--- src/rtl/tt_um_micro_div_njp_pkg.sv ---
// Shared types and constants for the micro restoring divider.
// FSM states, operand widths and uio bit positions live here.
package micro_div_pkg;

    localparam int DW   = 8;
    localparam int VW   = 4;
    localparam int ITER = DW;

    typedef enum logic [1:0] {
        IDLE = 2'd0,
        CALC = 2'd1,
        DONE = 2'd2
    } state_e;

    localparam int UIO_START = 4;
    localparam int UIO_SEL   = 5;
    localparam int UIO_BUSY  = 6;
    localparam int UIO_DONE  = 7;

    localparam logic [7:0] UIO_OE = 8'b1100_0000;

endpackage

--- src/rtl/tt_um_micro_div_njp_datapath.sv ---
// Restoring-division datapath: operands, partial remainder, quotient
// shifter and the result registers shown on uo_out.
module div_datapath
    import micro_div_pkg::*;
#(
    parameter int DW = micro_div_pkg::DW,
    parameter int VW = micro_div_pkg::VW,
    parameter int CW = 3
) (
    input  logic          clk,
    input  logic          rst_n,
    input  logic          load,
    input  logic          step,
    input  logic          fin,
    input  logic          fin_dbz,
    input  logic [CW-1:0] cnt,
    input  logic [DW-1:0] dvd_in,
    input  logic [VW-1:0] dvs_in,
    output logic [DW-1:0] quot,
    output logic [VW-1:0] rmd,
    output logic          dbz
);

    logic [DW-1:0] dvd_q, dvd_d;
    logic [VW-1:0] dvs_q, dvs_d;
    logic [VW:0]   prem_q, prem_d;
    logic [DW-1:0] acc_q, acc_d;
    logic [DW-1:0] quot_q, quot_d;
    logic [VW-1:0] rmd_q, rmd_d;
    logic          dbz_q, dbz_d;

    logic [CW-1:0] bit_idx;
    logic [VW:0]   shifted;
    logic [VW:0]   diff;
    logic          ge;
    logic [VW:0]   prem_nx;
    logic [DW-1:0] acc_nx;
    logic          unused_ok;

    // The remainder never exceeds the divisor, so its top bit is spare.
    assign unused_ok = prem_q[VW];

    // One restoring step: shift in the next dividend bit, MSB first.
    always_comb begin
        bit_idx = CW'(DW - 1) - cnt;
        shifted = {prem_q[VW-1:0], dvd_q[bit_idx]};
        ge      = shifted >= {1'b0, dvs_q};
        diff    = shifted - {1'b0, dvs_q};
        prem_nx = ge ? diff : shifted;
        acc_nx  = {acc_q[DW-2:0], ge};
    end

    // Next-state selection for operands, shifters and results.
    always_comb begin
        dvd_d  = dvd_q;
        dvs_d  = dvs_q;
        prem_d = prem_q;
        acc_d  = acc_q;
        quot_d = quot_q;
        rmd_d  = rmd_q;
        dbz_d  = dbz_q;
        if (load) begin
            dvd_d  = dvd_in;
            dvs_d  = dvs_in;
            prem_d = '0;
            acc_d  = '0;
        end
        if (step) begin
            prem_d = prem_nx;
            acc_d  = acc_nx;
        end
        if (fin) begin
            quot_d = acc_nx;
            rmd_d  = prem_nx[VW-1:0];
            dbz_d  = 1'b0;
        end
        if (fin_dbz) begin
            quot_d = '1;
            rmd_d  = '1;
            dbz_d  = 1'b1;
        end
    end

    // Datapath registers, cleared by the async reset.
    always_ff @(posedge clk or negedge rst_n) begin
        if (!rst_n) begin
            dvd_q  <= '0;
            dvs_q  <= '0;
            prem_q <= '0;
            acc_q  <= '0;
            quot_q <= '0;
            rmd_q  <= '0;
            dbz_q  <= 1'b0;
        end else begin
            dvd_q  <= dvd_d;
            dvs_q  <= dvs_d;
            prem_q <= prem_d;
            acc_q  <= acc_d;
            quot_q <= quot_d;
            rmd_q  <= rmd_d;
            dbz_q  <= dbz_d;
        end
    end

    assign quot = quot_q;
    assign rmd  = rmd_q;
    assign dbz  = dbz_q;

endmodule

--- src/rtl/tt_um_micro_div_njp.sv ---
// Micro restoring divider tile: FSM, iteration counter and start edge
// detect; arithmetic lives in div_datapath.
module tt_um_micro_div_njp
    import micro_div_pkg::*;
#(
    parameter int DW = micro_div_pkg::DW,
    parameter int VW = micro_div_pkg::VW
) (
    input  logic       clk,
    input  logic       rst_n,
    input  logic       ena,
    input  logic [7:0] ui_in,
    input  logic [7:0] uio_in,
    output logic [7:0] uo_out,
    output logic [7:0] uio_out,
    output logic [7:0] uio_oe
);

    localparam int CW = (DW > 1) ? $clog2(DW) : 1;

    state_e        state_q, state_d;
    logic [CW-1:0] cnt_q, cnt_d;
    logic          start_d_q, start_d_d;
    logic          dbz_pend_q, dbz_pend_d;

    logic          start, sel, launch;
    logic          load, step, fin, fin_dbz;
    logic          busy, done;
    logic [DW-1:0] quot;
    logic [VW-1:0] rmd;
    logic          dbz;
    logic          unused_ok;

    assign unused_ok = ^uio_in[7:6];
    assign start     = uio_in[UIO_START];
    assign sel       = uio_in[UIO_SEL];
    assign launch    = ena & start & ~start_d_q & (state_q != CALC);

    // Control: launch, iterate DW times, or detour through a dbz cycle.
    always_comb begin
        state_d    = state_q;
        cnt_d      = cnt_q;
        start_d_d  = start_d_q;
        dbz_pend_d = dbz_pend_q;
        load       = 1'b0;
        step       = 1'b0;
        fin        = 1'b0;
        fin_dbz    = 1'b0;
        if (ena) begin
            start_d_d = start;
            unique case (state_q)
                IDLE, DONE: begin
                    if (dbz_pend_q) begin
                        state_d    = DONE;
                        dbz_pend_d = 1'b0;
                        fin_dbz    = 1'b1;
                    end else if (launch) begin
                        load  = 1'b1;
                        cnt_d = '0;
                        if (uio_in[VW-1:0] == '0) begin
                            state_d    = IDLE;
                            dbz_pend_d = 1'b1;
                        end else begin
                            state_d = CALC;
                        end
                    end
                end
                CALC: begin
                    step  = 1'b1;
                    cnt_d = cnt_q + 1'b1;
                    if (cnt_q == CW'(DW - 1)) begin
                        state_d = DONE;
                        fin     = 1'b1;
                    end
                end
                default: state_d = IDLE;
            endcase
        end
    end

    // Control registers, cleared by the async reset.
    always_ff @(posedge clk or negedge rst_n) begin
        if (!rst_n) begin
            state_q    <= IDLE;
            cnt_q      <= '0;
            start_d_q  <= 1'b0;
            dbz_pend_q <= 1'b0;
        end else begin
            state_q    <= state_d;
            cnt_q      <= cnt_d;
            start_d_q  <= start_d_d;
            dbz_pend_q <= dbz_pend_d;
        end
    end

    div_datapath #(
        .DW(DW),
        .VW(VW),
        .CW(CW)
    ) u_dp (
        .clk    (clk),
        .rst_n  (rst_n),
        .load   (load),
        .step   (step),
        .fin    (fin),
        .fin_dbz(fin_dbz),
        .cnt    (cnt_q),
        .dvd_in (ui_in[DW-1:0]),
        .dvs_in (uio_in[VW-1:0]),
        .quot   (quot),
        .rmd    (rmd),
        .dbz    (dbz)
    );

    assign busy = (state_q == CALC);
    assign done = (state_q == DONE);

    // Output views; sel only steers the mux.
    always_comb begin
        uo_out = sel ? {dbz, 7'(rmd)} : 8'(quot);
        uio_out = '0;
        uio_out[UIO_BUSY] = busy;
        uio_out[UIO_DONE] = done;
        uio_oe = UIO_OE;
    end

endmodule

--- config.mk ---
export PLATFORM = sky130hd
export DESIGN_NAME = tt_um_micro_div_njp
export DESIGN_NICKNAME = d
export VERILOG_FILES = /design/src/rtl/tt_um_micro_div_njp_pkg.sv /design/src/rtl/tt_um_micro_div_njp_datapath.sv /design/src/rtl/tt_um_micro_div_njp.sv
export SDC_FILE = /design/constraint.sdc
export NUM_CORES = 1
export LEC_CHECK = 0
export ABC_AREA = 1
export CORE_AREA = 3 3 70 72
export CTS_BUF_LIST = sky130_fd_sc_hd__clkbuf_4 sky130_fd_sc_hd__clkbuf_8 sky130_fd_sc_hd__clkbuf_16
export CTS_CLUSTER_DIAMETER = 100
export DETAILED_ROUTE_END_ITERATION = 6
export DIE_AREA = 0 0 73 75
export MAX_ROUTING_LAYER = met4
export PLACE_DENSITY = 0.78
export SYNTH_ARGS = -nofsm -noshare
export SYNTH_HDL_FRONTEND = slang
export SYNTH_SLANG_ARGS = --single-unit
--- constraint.sdc ---
create_clock -name clk -period 2.1 [get_ports clk]
set_clock_uncertainty 0.1 [all_clocks]
set_input_delay 0.42 -clock clk [delete_from_list [all_inputs] [get_ports clk]]
set_output_delay 0.42 -clock clk [all_outputs]
set_load 0.005 [all_outputs]
==> impl_metrics.json <==
{
  "clkLatencyLatePin_ps": 290,
  "grt_pass1_wl_mm": 7.06,
  "max_stage_delay_ps": 460,
  "cts_buffers": 5,
  "dieArea_sq_mm": 0.00548,
  "start_util_pct": 50.9,
  "netlist_top_cells_area": "dfrtp_1 49%, nand2_1 8.6%, inv_1 8.0%",
  "power_frac_seq_pct": 35.9,
  "yosysTopAreaCellShare_pct": 48.5,
  "ys_seq_area_share_pct": 48.5,
  "ctsHtreeMaxLevel": 2,
  "power_density_mw_per_mm2": 1360,
  "route.detailed.drc": 0,
  "die_w_um": 73,
  "viasPerCell": 4.99,
  "crit_top_cell": "nand2_1",
  "intPower_mw": 2.21,
  "io_pins": 43,
  "p_switching_mw": 1.44,
  "crit_buf_inv": 2,
  "place_hpwl_mm": 2.88,
  "routed.top_layer": "met4",
  "slowest_stage": "dfrtp_2",
  "utilization_pct": 61.5,
  "min_period_ps": 2020,
  "finalHoldViolCount": 0,
  "drt_iter0_drc": 93,
  "vias": 1738,
  "clk_pin_slew_worst_paths_ps": 80,
  "wl_per_cell_um": 12.0,
  "gp_congestion": 0.846,
  "rows": 24,
  "mostFrequentLayoutCells": "45 x nand2_1, 44 x inv_1, 42 x dfrtp_1, 17 x clkdlybuf4s50_1",
  "irDropWorstVdd_mv": 0.648,
  "fillers": 379,
  "crit_path_end_kind": "flip-flop",
  "crit_chain": "inv_4 > nand2_2 > nand3_2 > nand3_2 > nand2_2 > ha_4 > inv_2 > fa_2 > xor2_1 > nand2_1 > nand2_1 > nand2_1 > nand2_1",
  "cp.required_ps": 2190,
  "place_area_sq_mm": 0.00248,
  "crit_arrival_ps": 2110,
  "fin_crit_sh_pct": 96.2,
  "yosys_warnings": 0,
  "p_leak_nw": 1.43,
  "met1Wirelength_mm": 1.81,
  "outcome": "finished, final reports clean",
  "area_growth_pct": 20.8,
  "syn_area_per_cell_sq_um": 8.43,
  "drive_gt1_share_pct": 15.9,
  "crit_family": "simple AND/OR/NAND/NOR gates",
  "drt_pre_antenna_iters": 4,
  "synth.distinct_cells": 27,
  "grt_pass1_vias": 1627,
  "met2_length_mm": 2.14,
  "track_usage_pct": 17.1,
  "layout_commonest_cell": "nand2_1",
  "path_class": "flip-flop to flip-flop",
  "grt_setup_unrepaired": "true",
  "finalSetupViolations": 0,
  "start_kind": "flip-flop",
  "setup_ws_ps": 80.6,
  "swShare_pct": 39.5,
  "finalMaxSlewViolations": 0,
  "cts_tree": "done",
  "clk_path_buf_depth": 2,
  "tightest_slew_ps": 542,
  "post-place-ws_ps": -117,
  "antenna_found_initial": 0,
  "worstPathMaxFanout": 6,
  "hold_class": "primary input to asynchronous set/reset pin",
  "diodes": 0,
  "core-area_sq_mm": 0.00435,
  "clkPwrFrac_pct": 17.2,
  "layout.nets": 322,
  "ant_nets": 0,
  "ys_seq_elements": 43,
  "cts-root-buf": "clkbuf_8",
  "max_cap_violations": 0,
  "synth_largest_area_cell": "dfrtp_1",
  "grt.overflow.total": 0,
  "fin_setup_tns_ps": 0,
  "routed_wl_mm": 4.19,
  "clock_sinks": 43,
  "dr_wl_met3_um": 208,
  "fp.dieH_um": 75,
  "syn_area_sq_mm": 0.00222,
  "max_freq_mhz": 495,
  "grt_max_degree": 44,
  "hold_buffers": 0,
  "pwr-share-comb_pct": 46.8,
  "postLayoutCellArea_sq_mm": 0.00268,
  "synthCells": 263,
  "io_buffers": 26,
  "slew_headroom_pct": 63.9
}
==> final cells by class <==
type	count	area, sq um	share of cell area (%)
multi-input combinational	161	912	34.0
clock inverter	1	30.0	1.12
inverter	49	186	6.96
timing repair buffer	36	332	12.4
tap	52	65.1	2.43
clock buffer	6	76.3	2.85
sequential	43	1080	40.2
==> repair_timing <==
item | CTS | global route
pin swaps | 0 | 10
gates cloned | 0 | 0
buffers inserted | 1 | 1
endpoints found under the setup margin | 14 | 12
hold endpoints to repair | 0 | 0
resized for setup | 9 | 21
==> registers in the layout, summed over array words and instances, names as in the netlist <==
name	flops
u_dp.dvd_q	8
u_dp.quot	8
u_dp.acc_q	7
u_dp.dvs_q	4
u_dp.prem_q	4
u_dp.rmd	4
cnt_q	3
state_q	2
dbz_pend_q	1
start_d_q	1
u_dp.dbz	1
==> synth_stat cells (all sizes together) <==
library cell,count
or2,1
nand4,5
a22oi,8
fa,1
o22ai,7
buf,21
conb,2
inv,49
nor2,18
o21ai,18
a21oi,13
dfrtp,43
nand3,16
ha,6
clkbuf,1
xor2,1
nand2,53
==> logic make-up after synthesis <==
kind of cell / count (synthesis) / synth area share [%]
xor+xnor: 1 / 0.395
flops: 43 / 48.5
simple gates: 93 / 19.1
other cells: 2 / 0.339
buf+inv: 71 / 15.5
compound gates: 46 / 11.9
fa+ha+maj: 7 / 4.29
==> routing by layer <==
layer	up-vias	GRT usage, %
met5	-	-
met4	0	4.30
met3	4	4.54
met2	42	28.9
met1	827	20.2
li1	865	-
==> through the flow <==
stage          power [mW]  hold slack (ps)  std cells
3_3_place_gp         2.75              368        339
2_1_floorplan        2.38             24.4        275
6_report             3.65             82.4        348
3_5_place_dp         2.83              372        339
5_1_grt              3.97              134        348
4_1_cts              3.48             99.9        347
==> worst register-to-register path, cell delays in order, from the launching register on <==
cell	delay [ps]
dfrtp_2	460
inv_4	100
nand2_2	50
nand3_2	70
nand3_2	90
nand2_2	100
ha_4	140
inv_2	40
fa_2	350
xor2_1	170
nand2_1	70
nand2_1	70
nand2_1	60
nand2_1	50
==> path summary, 6_finish.rpt <==
| kind | start | to | slack, ps | depth (start not counted) |
|---|---|---|---|---|
| setup / recovery | cnt_q[0] | u_dp.prem_q[2] | 80 | 13 |
| hold / removal | rst_n | u_dp.quot[2] | 80 | 2 |
| setup reg to reg | cnt_q[0] | u_dp.prem_q[2] | 80 | 13 |
| hold reg to reg | u_dp.prem_q[3] | u_dp.prem_q[3] | 390 | 2 |
| max in group asynchronous | rst_n | cnt_q[0] | 1410 | 2 |
| min in group clk | u_dp.prem_q[3] | u_dp.prem_q[3] | 390 | 2 |
==> power groups by stage <==
stage	registers [mW]	clock network [mW]	logic (mW)
2_1_floorplan	1.26	0	1.11
3_3_place_gp	1.30	0	1.45
3_5_place_dp	1.31	0	1.52
4_1_cts	1.30	0.642	1.54
5_1_grt	1.35	0.669	1.94
6_report	1.31	0.629	1.71
(Power assumes the default switching activity.)
